**src/rtl/sync_fifo_if.sv**
```systemverilog
// Handshake bundle between a producer/consumer pair and the single-clock FIFO.
// The master modport drives requests and observes status; the slave is the FIFO side.
interface sync_fifo_if #(
  parameter int D_SIZE = 16,
  parameter int P_SIZE = 4
);
  logic              i_w_inc;
  logic [D_SIZE-1:0] i_w_data;
  logic              i_r_inc;
  logic              i_flush;
  logic              i_clr_err;
  logic [D_SIZE-1:0] o_r_data;
  logic              o_r_valid;
  logic              o_full;
  logic              o_empty;
  logic              o_almost_full;
  logic              o_almost_empty;
  logic [P_SIZE-1:0] o_count;
  logic              o_overflow;
  logic              o_underflow;

  modport master (
    output i_w_inc, i_w_data, i_r_inc, i_flush, i_clr_err,
    input  o_r_data, o_r_valid, o_full, o_empty, o_almost_full,
           o_almost_empty, o_count, o_overflow, o_underflow
  );

  modport slave (
    input  i_w_inc, i_w_data, i_r_inc, i_flush, i_clr_err,
    output o_r_data, o_r_valid, o_full, o_empty, o_almost_full,
           o_almost_empty, o_count, o_overflow, o_underflow
  );
endinterface

```
**src/rtl/sync_fifo.sv**
```systemverilog
// Single-clock FIFO with binary pointers, occupancy count, registered read data,
// synchronous flush and sticky overflow/underflow flags. All status outputs are registers.
module sync_fifo #(
  parameter int D_SIZE    = 16,
  parameter int F_DEPTH   = 8,
  parameter int P_SIZE    = 4,
  parameter int AF_THRESH = 6,
  parameter int AE_THRESH = 2
) (
  input  logic     i_clk,
  input  logic     i_rstn,
  sync_fifo_if.slave fifo
);
  localparam int A_SIZE = P_SIZE - 1;

  logic [D_SIZE-1:0] mem_r [F_DEPTH];
  logic [P_SIZE-1:0] wptr_r, rptr_r, count_r;
  logic [D_SIZE-1:0] r_data_r;
  logic              r_valid_r;
  logic              full_r, empty_r, almost_full_r, almost_empty_r;
  logic              overflow_r, underflow_r;

  logic              w_acc_s, r_acc_s;
  logic [P_SIZE-1:0] wptr_nxt_s, rptr_nxt_s, count_nxt_s;
  logic              full_nxt_s, empty_nxt_s, almost_full_nxt_s, almost_empty_nxt_s;
  logic              overflow_nxt_s, underflow_nxt_s;

  // Accept decisions and next-state of pointers, count, flags and error bits
  always_comb begin
    w_acc_s            = fifo.i_w_inc && !full_r  && !fifo.i_flush;
    r_acc_s            = fifo.i_r_inc && !empty_r && !fifo.i_flush;
    wptr_nxt_s         = wptr_r;
    rptr_nxt_s         = rptr_r;
    count_nxt_s        = count_r;
    overflow_nxt_s     = overflow_r;
    underflow_nxt_s    = underflow_r;

    if (fifo.i_flush) begin
      wptr_nxt_s  = {P_SIZE{1'b0}};
      rptr_nxt_s  = {P_SIZE{1'b0}};
      count_nxt_s = {P_SIZE{1'b0}};
    end else begin
      if (w_acc_s) begin
        wptr_nxt_s = wptr_r + P_SIZE'(1);
      end else begin
        wptr_nxt_s = wptr_r;
      end
      if (r_acc_s) begin
        rptr_nxt_s = rptr_r + P_SIZE'(1);
      end else begin
        rptr_nxt_s = rptr_r;
      end
      case ({w_acc_s, r_acc_s})
        2'b10:   count_nxt_s = count_r + P_SIZE'(1);
        2'b01:   count_nxt_s = count_r - P_SIZE'(1);
        default: count_nxt_s = count_r;
      endcase
    end

    // Full: same address bits, opposite wrap bit; empty: pointers identical
    full_nxt_s  = (wptr_nxt_s[A_SIZE-1:0] == rptr_nxt_s[A_SIZE-1:0]) &&
                  (wptr_nxt_s[A_SIZE] != rptr_nxt_s[A_SIZE]);
    empty_nxt_s = (wptr_nxt_s == rptr_nxt_s);
    almost_full_nxt_s  = (count_nxt_s >= P_SIZE'(AF_THRESH));
    almost_empty_nxt_s = (count_nxt_s <= P_SIZE'(AE_THRESH));

    // Set has priority over clear so a rejection on the clearing edge is not lost
    if (fifo.i_w_inc && full_r && !fifo.i_flush) begin
      overflow_nxt_s = 1'b1;
    end else if (fifo.i_clr_err) begin
      overflow_nxt_s = 1'b0;
    end else begin
      overflow_nxt_s = overflow_r;
    end
    if (fifo.i_r_inc && empty_r && !fifo.i_flush) begin
      underflow_nxt_s = 1'b1;
    end else if (fifo.i_clr_err) begin
      underflow_nxt_s = 1'b0;
    end else begin
      underflow_nxt_s = underflow_r;
    end
  end

  // Storage array; contents are deliberately left unreset
  always_ff @(posedge i_clk) begin
    if (w_acc_s) begin
      mem_r[wptr_r[A_SIZE-1:0]] <= fifo.i_w_data;
    end
  end

  // Control and status state
  always_ff @(posedge i_clk or negedge i_rstn) begin
    if (!i_rstn) begin
      wptr_r         <= {P_SIZE{1'b0}};
      rptr_r         <= {P_SIZE{1'b0}};
      count_r        <= {P_SIZE{1'b0}};
      full_r         <= 1'b0;
      empty_r        <= 1'b1;
      almost_full_r  <= 1'b0;
      almost_empty_r <= 1'b1;
      overflow_r     <= 1'b0;
      underflow_r    <= 1'b0;
    end else begin
      wptr_r         <= wptr_nxt_s;
      rptr_r         <= rptr_nxt_s;
      count_r        <= count_nxt_s;
      full_r         <= full_nxt_s;
      empty_r        <= empty_nxt_s;
      almost_full_r  <= almost_full_nxt_s;
      almost_empty_r <= almost_empty_nxt_s;
      overflow_r     <= overflow_nxt_s;
      underflow_r    <= underflow_nxt_s;
    end
  end

  // Read data register and its one-cycle valid strobe
  always_ff @(posedge i_clk or negedge i_rstn) begin
    if (!i_rstn) begin
      r_data_r  <= {D_SIZE{1'b0}};
      r_valid_r <= 1'b0;
    end else begin
      r_valid_r <= r_acc_s;
      if (r_acc_s) begin
        r_data_r <= mem_r[rptr_r[A_SIZE-1:0]];
      end else begin
        r_data_r <= r_data_r;
      end
    end
  end

  assign fifo.o_r_data       = r_data_r;
  assign fifo.o_r_valid      = r_valid_r;
  assign fifo.o_full         = full_r;
  assign fifo.o_empty        = empty_r;
  assign fifo.o_almost_full  = almost_full_r;
  assign fifo.o_almost_empty = almost_empty_r;
  assign fifo.o_count        = count_r;
  assign fifo.o_overflow     = overflow_r;
  assign fifo.o_underflow    = underflow_r;
endmodule

```
**src/flat_wrapper.sv**
```systemverilog
// flat-port wrapper written by rule: the top's interface ports become plain ports
module sync_fifo_flat 
#(
  parameter int D_SIZE    = 16,
  parameter int F_DEPTH   = 8,
  parameter int P_SIZE    = 4,
  parameter int AF_THRESH = 6,
  parameter int AE_THRESH = 2
)
  (i_clk, i_rstn, fifo_i_w_inc, fifo_i_w_data, fifo_i_r_inc, fifo_i_flush, fifo_i_clr_err, fifo_o_r_data, fifo_o_r_valid, fifo_o_full, fifo_o_empty, fifo_o_almost_full, fifo_o_almost_empty, fifo_o_count, fifo_o_overflow, fifo_o_underflow);
  sync_fifo_if #(.D_SIZE(D_SIZE), .P_SIZE(P_SIZE)) fifo_i ();
  input  logic i_clk;
  input  logic i_rstn;
  input wire logic [$bits(fifo_i.i_w_inc)-1:0] fifo_i_w_inc;
  input wire logic [$bits(fifo_i.i_w_data)-1:0] fifo_i_w_data;
  input wire logic [$bits(fifo_i.i_r_inc)-1:0] fifo_i_r_inc;
  input wire logic [$bits(fifo_i.i_flush)-1:0] fifo_i_flush;
  input wire logic [$bits(fifo_i.i_clr_err)-1:0] fifo_i_clr_err;
  output wire logic [$bits(fifo_i.o_r_data)-1:0] fifo_o_r_data;
  output wire logic [$bits(fifo_i.o_r_valid)-1:0] fifo_o_r_valid;
  output wire logic [$bits(fifo_i.o_full)-1:0] fifo_o_full;
  output wire logic [$bits(fifo_i.o_empty)-1:0] fifo_o_empty;
  output wire logic [$bits(fifo_i.o_almost_full)-1:0] fifo_o_almost_full;
  output wire logic [$bits(fifo_i.o_almost_empty)-1:0] fifo_o_almost_empty;
  output wire logic [$bits(fifo_i.o_count)-1:0] fifo_o_count;
  output wire logic [$bits(fifo_i.o_overflow)-1:0] fifo_o_overflow;
  output wire logic [$bits(fifo_i.o_underflow)-1:0] fifo_o_underflow;
  assign fifo_i.i_w_inc = fifo_i_w_inc;
  assign fifo_i.i_w_data = fifo_i_w_data;
  assign fifo_i.i_r_inc = fifo_i_r_inc;
  assign fifo_i.i_flush = fifo_i_flush;
  assign fifo_i.i_clr_err = fifo_i_clr_err;
  assign fifo_o_r_data = fifo_i.o_r_data;
  assign fifo_o_r_valid = fifo_i.o_r_valid;
  assign fifo_o_full = fifo_i.o_full;
  assign fifo_o_empty = fifo_i.o_empty;
  assign fifo_o_almost_full = fifo_i.o_almost_full;
  assign fifo_o_almost_empty = fifo_i.o_almost_empty;
  assign fifo_o_count = fifo_i.o_count;
  assign fifo_o_overflow = fifo_i.o_overflow;
  assign fifo_o_underflow = fifo_i.o_underflow;
  sync_fifo #(.D_SIZE(D_SIZE), .F_DEPTH(F_DEPTH), .P_SIZE(P_SIZE), .AF_THRESH(AF_THRESH), .AE_THRESH(AE_THRESH)) u_core (.i_clk(i_clk), .i_rstn(i_rstn), .fifo(fifo_i));
endmodule
```
**config.mk**
```make
export PLATFORM = sky130hd
export DESIGN_NAME = sync_fifo_flat
export DESIGN_NICKNAME = d
export VERILOG_FILES = /design/src/rtl/sync_fifo_if.sv /design/src/rtl/sync_fifo.sv /design/src/flat_wrapper.sv
export SDC_FILE = /design/constraint.sdc
export NUM_CORES = 1
export LEC_CHECK = 0
export ABC_CLOCK_PERIOD_IN_PS = 2500
export CAP_MARGIN = 0
export CORE_ASPECT_RATIO = 0.5
export CORE_MARGIN = 4
export CORE_UTILIZATION = 52
export DETAILED_ROUTE_END_ITERATION = 7
export PLACE_DENSITY_LB_ADDON = 0.05
export REMOVE_ABC_BUFFERS = 1
export SETUP_SLACK_MARGIN = 0.05
export SLEW_MARGIN = 25
export SYNTH_ARGS = -nofsm -noshare
export SYNTH_HDL_FRONTEND = slang
export SYNTH_SLANG_ARGS = --single-unit
```
**constraint.sdc**
```tcl
create_clock -name i_clk -period 2.5 [get_ports i_clk]
set_input_delay 0.5 -clock i_clk [delete_from_list [all_inputs] [get_ports i_clk]]
set_output_delay 0.5 -clock i_clk [all_outputs]
set_load 0.01 [all_outputs]
```
==> impl_metrics.toml <==
[worst_setup_path]
path_cells = "clkdlybuf4s50_1 -> or3b_4 -> clkinv_8 -> nand2b_4 -> xnor2_1 -> ha_1 -> a21oi_1 -> nor2b_1 -> mux2i_1 -> xnor2_2 -> o22ai_1"
setup.worst_path.start_class = "primary input"
crit_arrival_ps = 2560
crit_slowest_cell = "clkdlybuf4s50_1"
cp.required_ps = 2800
slowest_delay_ps = 480
criticalPathCategory = "in2reg"
cp_max_fo = 3
end_kind = "flip-flop"

[grt]
grt_pass1_wl_um = 19400
track_usage_pct = 18.4
grt_max_degree = 35
antenna_found_initial = 0
grt_pass1_vias = 3489
grt-ovfl-total = 0

[power]
internal_power_mw = 4.83
peakVddDrop_uv = 563
comb_power_share_pct = 13.0
power_frac_seq_pct = 50.4
p_sw_mw = 1.53
p_sw_share_pct = 24.1
p_leak_nw = 2.75
p_per_area_nw_per_um2 = 808
pwr-share-clk_pct = 36.6

[finish]
antennaDiodeCount = 0
drive_above_1_share_pct = 26.4
stdcell_area_um2 = 7860
fillers = 848
syn2layout_area_growth_pct = 21.6
nNetsFinal = 452
final_cells = 604
final_core_util_pct = 65.6

[clock_tree]
cts_tree = "yes"
cts_root_buf = "clkbuf_16"
clock_latency_ps = 420
cts_max_level = 4
cts.sinks = 163
clockBufferDepth = 2
clkTransAtPathRegs_ps = 70
cts_buffers = 17
postCtsSetupBuffers = 0

[die]
die_area_um2 = 14400
row_count = 28
io_pins = 49
start_util_pct = 54.0
die_h_um = 86.9
core_area_um2 = 12000
die_w_um = 166

[routing]
ant_nets = 0
routed_via_density = 5.58
drt-total-wl_um = 12400
drt_first_iter_violations = 274
wl_per_cell_um = 20.5
drc_errors = 0
num_vias = 3371
dr.pass1.iters = 4

[synthesis]
synth_ff_type = "edfxtp_1"
avgSynthCellArea_um2 = 18.8
synth_seq_cells = 163
synth_seq_area_share_pct = 73.0
yosys_warnings = 0
yosysUniqueCellTypes = 43
syn-cell-area_um2 = 6470
synth_common_cells = "edfxtp_1 (128), dfrtp_1 (33), mux4_2 (32)"
synth_area_leaders = "edfxtp_1 (59%), dfrtp_1 (13%), mux4_2 (11%)"
async_reset_ff_share_pct = 21.5
post-synth-top-count-cell = "edfxtp_1"
synth_edf_count = 128
postSynthCellCount = 344
synth_top_area_cell = "edfxtp_1"
synth.top_cell.area_share_pct = 59.4

[run]
drv_cap = 0

[timing]
holdWs_ps = 482
fin_crit_sh_pct = 90.5
report.final.slew_viol_count = 0
hold_viol = 0
fmax_mhz = 442
rsz0062_at_grt = "false"
fin_ws_ps = 238
tightest_slew_ps = 730
slew_headroom_pct = 51.3
period_minus_slack_ps = 2260
skew_ps = 8.65
setup_violations = 0

[placement]
dp.cells = 571
hpwl_um = 8020
portBuffers = 48
place_congestion = 0.805
postPlaceCellArea_um2 = 7310
place_ws_ps = -312

[run_status]
status = "complete, no violations"

[worst_hold_path]
hp-class = "reg2reg"
-- through the flow --
stage	setup TNS, ps	power, mW
2_1_floorplan	-5280	3.62
3_3_place_gp	-1850	4.07
3_5_place_dp	-3160	4.09
4_1_cts	0	6.42
5_1_grt	0	6.63
6_report	0	6.36
-- placed cells by master (no fill, tap or decap), types with 3 or more instances in the layout --
master / netlist / layout
edfxtp_1: 128 / 128
clkinv_2: 0 / 5
nand3_1: 3 / 3
inv_6: 0 / 3
a21oi_1: 4 / 4
clkbuf_16: 0 / 17
xnor2_1: 6 / 5
nor2_1: 19 / 19
inv_1: 4 / 4
nand2_1: 18 / 18
clkinvlp_4: 0 / 3
o21ai_0: 16 / 16
mux2i_1: 20 / 20
buf_4: 2 / 31
mux4_2: 32 / 32
dfrtp_1: 33 / 32
xor2_1: 3 / 3
nor2b_1: 4 / 4
ha_1: 4 / 4
clkdlybuf4s50_1: 0 / 47
-- cell type report --
class	count	area, µm²	area share [%]
multi-input combinational	158	1630	20.8
timing repair buffer	81	738	9.39
clock inverter	15	106	1.35
clock buffer	17	425	5.41
tap	165	206	2.63
inverter	5	31.3	0.398
sequential	163	4720	60.1
-- cells by family after synthesis --
kind of cell    after synthesis  synth area share, %
fa+ha+maj                     4                0.774
buf+inv                      23                 2.05
xor+xnor                     11                 1.90
compound gates               30                 2.98
simple gates                 59                 4.70
flops                       163                 73.0
mux                          54                 14.6
-- what timing repair did --
item / 4_1_cts / 5_1_grt
hold buffers: 1 / 0
gates resized for setup: 0 / 2
endpoints found under the setup margin: 0 / 3
hold endpoints to repair: 12 / 0
-- worst max-delay path: cells and delay by family --
family	cells	cell delay [ps]
and+or+nand+nor	3	640
xor gates and xnor gates	2	310
adders and majority gates	1	190
AOI/OAI and AO/OA	2	270
muxes	1	110
buffers and inverters	2	540
-- metal layers --
layer	global-route usage, %	share of wire (%)	routed length (µm)	vias to the layer above
met3	4.94	5.0	622	18
met1	25.6	47	5780	1757
met4	5.84	1.2	148	0
met2	29.1	47	5840	96
met5	0	0	0	-
li1	-	-	-	1500
-- power groups by stage --
stage / clock (mW) / sequential (mW) / combinational, mW
floorplan: 0 / 3.34 / 0.282
global placement: 0 / 3.25 / 0.815
detailed placement: 0 / 3.26 / 0.836
CTS: 2.38 / 3.20 / 0.840
global route: 2.52 / 3.22 / 0.898
finish: 2.33 / 3.20 / 0.826
-- worst paths after layout --
check	startpoint	to	slack (ps)	cells past startpoint
hold reg to reg	u_core.fifo.o_r_data[5]	u_core.fifo.o_r_data[5]	480	2
min in group asynchronous	i_rstn	u_core.fifo.o_underflow	550	2
setup / recovery	fifo_i_r_inc	u_core.fifo.o_almost_full	240	11
setup reg to reg	u_core.fifo.o_empty	u_core.fifo.o_almost_full	390	10
hold / removal	u_core.fifo.o_r_data[5]	u_core.fifo.o_r_data[5]	480	2
max in group asynchronous	i_rstn	u_core.fifo.o_almost_empty	1240	3
-- sequential cells by signal, summed over array words and instances, names as in the netlist --
name	cells
u_core.fifo.o_empty	1
u_core.fifo.o_almost_full	1
u_core.fifo.o_count	4
u_core.fifo.o_r_valid	1
u_core.fifo.o_underflow	1
u_core.fifo.o_r_data	16
u_core.rptr_r	4
u_core.fifo.o_overflow	1
u_core.fifo.o_almost_empty	1
u_core.mem_r	128
u_core.wptr_r	4
u_core.fifo.o_full	1
Note: power is estimated with default switching activity, not from simulation.
==> edit 1 (same settings) <==
`P_SIZE` is set to 4 in 3 places; all go to 8.
--- a/src/rtl/sync_fifo_if.sv
+++ b/src/rtl/sync_fifo_if.sv
@@ -2,7 +2,7 @@
 // The master modport drives requests and observes status; the slave is the FIFO side.
 interface sync_fifo_if #(
   parameter int D_SIZE = 16,
-  parameter int P_SIZE = 4
+  parameter int P_SIZE = 8
 );
   logic              i_w_inc;
   logic [D_SIZE-1:0] i_w_data;
--- a/src/rtl/sync_fifo.sv
+++ b/src/rtl/sync_fifo.sv
@@ -3,7 +3,7 @@
 module sync_fifo #(
   parameter int D_SIZE    = 16,
   parameter int F_DEPTH   = 8,
-  parameter int P_SIZE    = 4,
+  parameter int P_SIZE    = 8,
   parameter int AF_THRESH = 6,
   parameter int AE_THRESH = 2
 ) (
--- a/src/flat_wrapper.sv
+++ b/src/flat_wrapper.sv
@@ -3,7 +3,7 @@
 #(
   parameter int D_SIZE    = 16,
   parameter int F_DEPTH   = 8,
-  parameter int P_SIZE    = 4,
+  parameter int P_SIZE    = 8,
   parameter int AF_THRESH = 6,
   parameter int AE_THRESH = 2
 )
Ports: changed (resized fifo_o_count); port bits go from 49 to 53. No check against the original RTL was run, so the function may have changed too.
==> edit 1 against the original RTL <==
- the flow now finishes with violations (setup timing)
- routed wire length rose by 28%
- die area up 16%
- final cell count up 36%
- setup slack worse by 0.57 ns
- design area rose by 22%
- sequential cell count up 12
- area after synthesis increased by 18%
- critical path depth unchanged
- total power rose by 16%
- sequential power up 6.9%
- highest routed layer unchanged
==> edit 1: results (changes against the original RTL) <==
| Metric | Value |
|---|---|
| Leakage | `3.53 nW (+28%)` |
| Pint | `5.49 mW (+14%)` |
| # Post-CTS Setup Buffers | `7 (+7)` |
| GR Util met2 | `31.7% (+2.6 points)` |
| First-pass GRT wire length | `25.6 mm (+32%)` |
| Commonest cells in the netlist | `edfxtp_1 (128), dfrtp_1 (45), mux4_2 (32)` |
| CTS resizes | `21 (+21)` |
| Routed vias/inst | `5.68 (+1.7%)` |
| Final Instance Count excl. Fillers | `821 (+36%)` |
| Max Clock Skew | `0.0174 ns (+0.00870 ns)` |
| Crit path max-delay cell type | `or4b_1` |
| Post-Synthesis Cells | `488 (+42%)` |
| Area grow syn2layout | `26.4%` |
| Asr flop ratio synth | `26.9% (+5.4 points)` |
| Post-synth cell types | `70 (+63%)` |
| Peak VDD IR | `0.000427 V (-24%)` |
| Port Buffers | `52 (+8.3%)` |
| Combinational fraction of design power | `18.2% (+5.2 points)` |
| Comb power | `1.35 mW (+63%)` |
| Final setup viols | `3 (+3)` |
| Final Wtd Congestion | `0.881 (+9.5%)` |
| Final setup margin | `-0.332 ns (-0.570 ns)` |
| Failing checks | `setup timing` |
| 1st-iter DRT viols | `354 (+29%)` |
| Met3 Wirelength | `817 µm (+31%)` |
| Tot GR Track Use | `20.4% (+2.0 points)` |
| Critical path data arrival time | `3.11 ns (+0.55 ns)` |
| Status | `complete, but fails checks` |
| Power Sequential | `3.42 mW (+6.9%)` |
| Global routing met1 resource utilization | `30.0% (+4.4 points)` |
| Placed cell areas | `8850 µm² (+21%)` |
| Crit Path Max Fanout | `4 (+1)` |
| R2R cell count | `11 (+1)` |
| Fraction of layout cells with a size suffix above 1 | `29.4% (+3.0 points)` |
| DRT Wirelength | `15.9 mm (+28%)` |
| CP max stage delay | `0.50 ns (+0.02 ns)` |
| Synth top area share | `50.5% (-8.9 points)` |
==> edit 1: cell types whose count changed after synthesis, moves of 6 or more <==
cell     delta
dfrtp_1    +12
o21ai_0     +7
a21oi_1    +12
buf_1       +7
nand2_1     +8
nand3_1     +6
nand4_1     +6
nor2_1     +12
==> edit 1: logic make-up (layout without fill, tap and decap cells) <==
group | count (synthesis) | in the layout | synth area share [%]
AO/OA/AOI/OAI | 77 | 77 | 6.98
multiplexers | 54 | 54 | 12.4
AND/OR/NAND/NOR | 120 | 120 | 8.51
adder cells (fa/ha/maj) | 4 | 4 | 0.658
XOR/XNOR | 19 | 19 | 2.73
buffers and inverters | 39 | 180 | 2.68
flip-flops | 175 | 175 | 66.0
==> edit 1: final cells by class <==
type                       count  share of cell area (%)
timing repair buffer         140                    12.8
multi-input combinational    274                    25.9
sequential                   175                    52.2
clock inverter                14                    1.69
clock buffer                  18                    4.46
tap                          192                    2.50
inverter                       8                   0.442
==> edit 2 (same settings) <==
Made on the original files. Make the reset (`i_rstn`) synchronous in 2 clocked blocks.
--- a/src/rtl/sync_fifo.sv
+++ b/src/rtl/sync_fifo.sv
@@ -89,7 +89,7 @@
   end
 
   // Control and status state
-  always_ff @(posedge i_clk or negedge i_rstn) begin
+  always_ff @(posedge i_clk) begin
     if (!i_rstn) begin
       wptr_r         <= {P_SIZE{1'b0}};
       rptr_r         <= {P_SIZE{1'b0}};
@@ -114,7 +114,7 @@
   end
 
   // Read data register and its one-cycle valid strobe
-  always_ff @(posedge i_clk or negedge i_rstn) begin
+  always_ff @(posedge i_clk) begin
     if (!i_rstn) begin
       r_data_r  <= {D_SIZE{1'b0}};
       r_valid_r <= 1'b0;
Behaviour: differs if i_rstn is asserted again (counterexample within 4 cycles, from zero or initial values and one cycle with i_rstn low); with i_rstn held inactive, the same outputs for 4 cycles.
==> edit 2 against the original RTL <==
- area after synthesis is 2.3% lower
- highest routed layer unchanged
- routed wire length decreased by 1.9%
- sequential cell count is the same
- critical path depth unchanged
- hold slack improved by 0.013 ns
- design area fell by 0.30%
- final cell count up 0.99%
- setup slack worse by 0.074 ns
Power is not compared: it rests on default switching activity, and its combinational part moved more than twofold at a synthesized area within 25%.
==> edit 2: results (changes against the original RTL) <==
| Metric | Value |
|---|---|
| Reg2Reg Setup Slack | `0.17 ns (-0.22 ns)` |
| Metal2 WL | `6.05 mm (+3.7%)` |
| # fillers | `834 (-1.7%)` |
| DRT Pass-1 Iters | `5 (+1)` |
| Final Wtd Congestion | `0.826 (+2.6%)` |
| Wirelength per Cell | `19.9 µm (-2.9%)` |
| Commonest cells in the netlist | `edfxtp_1 (128), dfxtp_1 (35), mux4_2 (32)` |
| Post-synth cell types | `41 (-4.7%)` |
| GR Util met3 | `5.76% (+0.82 points)` |
| Fin crit share | `93.5% (+3.0 points)` |
| Multi-input logic area | `1700 µm² (+4.2%)` |
| Vias in the first global route | `3422 (-1.9%)` |
| Vias | `3309 (-1.8%)` |
| Tot GR Track Use | `18.6% (+0.19 points)` |
| Asr flop ratio synth | `0% (-21 points)` |
| GR Util met2 | `29.8% (+0.77 points)` |
| Largest net degree at the start of global routing | `36 (+2.9%)` |
| Launch point of the worst reg-to-reg path | `u_core.fifo.o_empty$_SDFF_PN1_` |
| Worst Setup SP | `fifo_i_flush` |
| Pre-CTS WS | `-0.575 ns (-0.263 ns)` |
| Placed cell areas | `7300 µm² (-0.15%)` |
| CP max stage delay | `0.42 ns (-0.06 ns)` |
| Max Clock Skew | `0.0107 ns (+0.00202 ns)` |
| Status | `completed` |
| Largest cells by area after synthesis | `edfxtp_1 (61%), mux4_2 (11%), dfxtp_1 (11%)` |
| Dpl hpwl | `7.39 mm (-7.8%)` |
-- edit 2: changes by cell type in the layout (fill, tap and decap cells not counted), sizes merged, moves of 4 or more --
cell,unedited run,this run
nand2,18,23
dfrtp,33,0
o21ai,16,1
dfxtp,0,35
nand2b,3,7
o211a,0,16
-- edit 2: tightest hold or removal path: cells and delay by family, from the launching register on --
kind,cells,cell delay [ns]
flops,1,0.31
simple gates,1,0.06
compound gates,1,0.07
-- edit 2: cell type report --
class	count	area share (%)
flip-flops and latches	163	58.0
multi-input cells	165	21.7
repair buffers	80	10.6
clock buffers	18	5.47
well taps	165	2.63
clock inverters	14	1.31
inverters	5	0.303
-- edit 2: power by group --
group / internal [mW] / leakage, nW / switching, mW
clock network: 1.28 / 0.253 / 1.05
logic: 0.120 / 1.07 / 0.109
registers: 2.95 / 1.44 / 0.0134
total: 4.35 / 2.76 / 1.17
-- edit 2: final timing paths --
| check | end | cells past startpoint |
|---|---|---|
| hold reg to reg | u_core.fifo.o_overflow$_SDFFE_PN0P_ | 2 |
| setup / recovery | u_core.fifo.o_almost_empty$_SDFF_PN1_ | 11 |
| hold / removal | u_core.fifo.o_overflow$_SDFFE_PN0P_ | 2 |
| setup reg to reg | u_core.fifo.o_almost_empty$_SDFF_PN1_ | 10 |
-- edit 2: kinds of logic after synthesis --
kind of cell    count (synthesis)  synth area share [%]
compound gates                 29                  3.98
xor+xnor                       12                  1.66
simple gates                   69                  5.76
fa+ha+maj                       4                 0.792
flops                         163                  71.9
buf+inv                        23                  1.50
mux                            51                  14.4
-- edit 2: timing repair --
action	CTS	global route
hold endpoints to repair	0	0
pin swaps	3	0
gates cloned	0	0
gates resized for setup	3	2
endpoints found under the setup margin	3	1
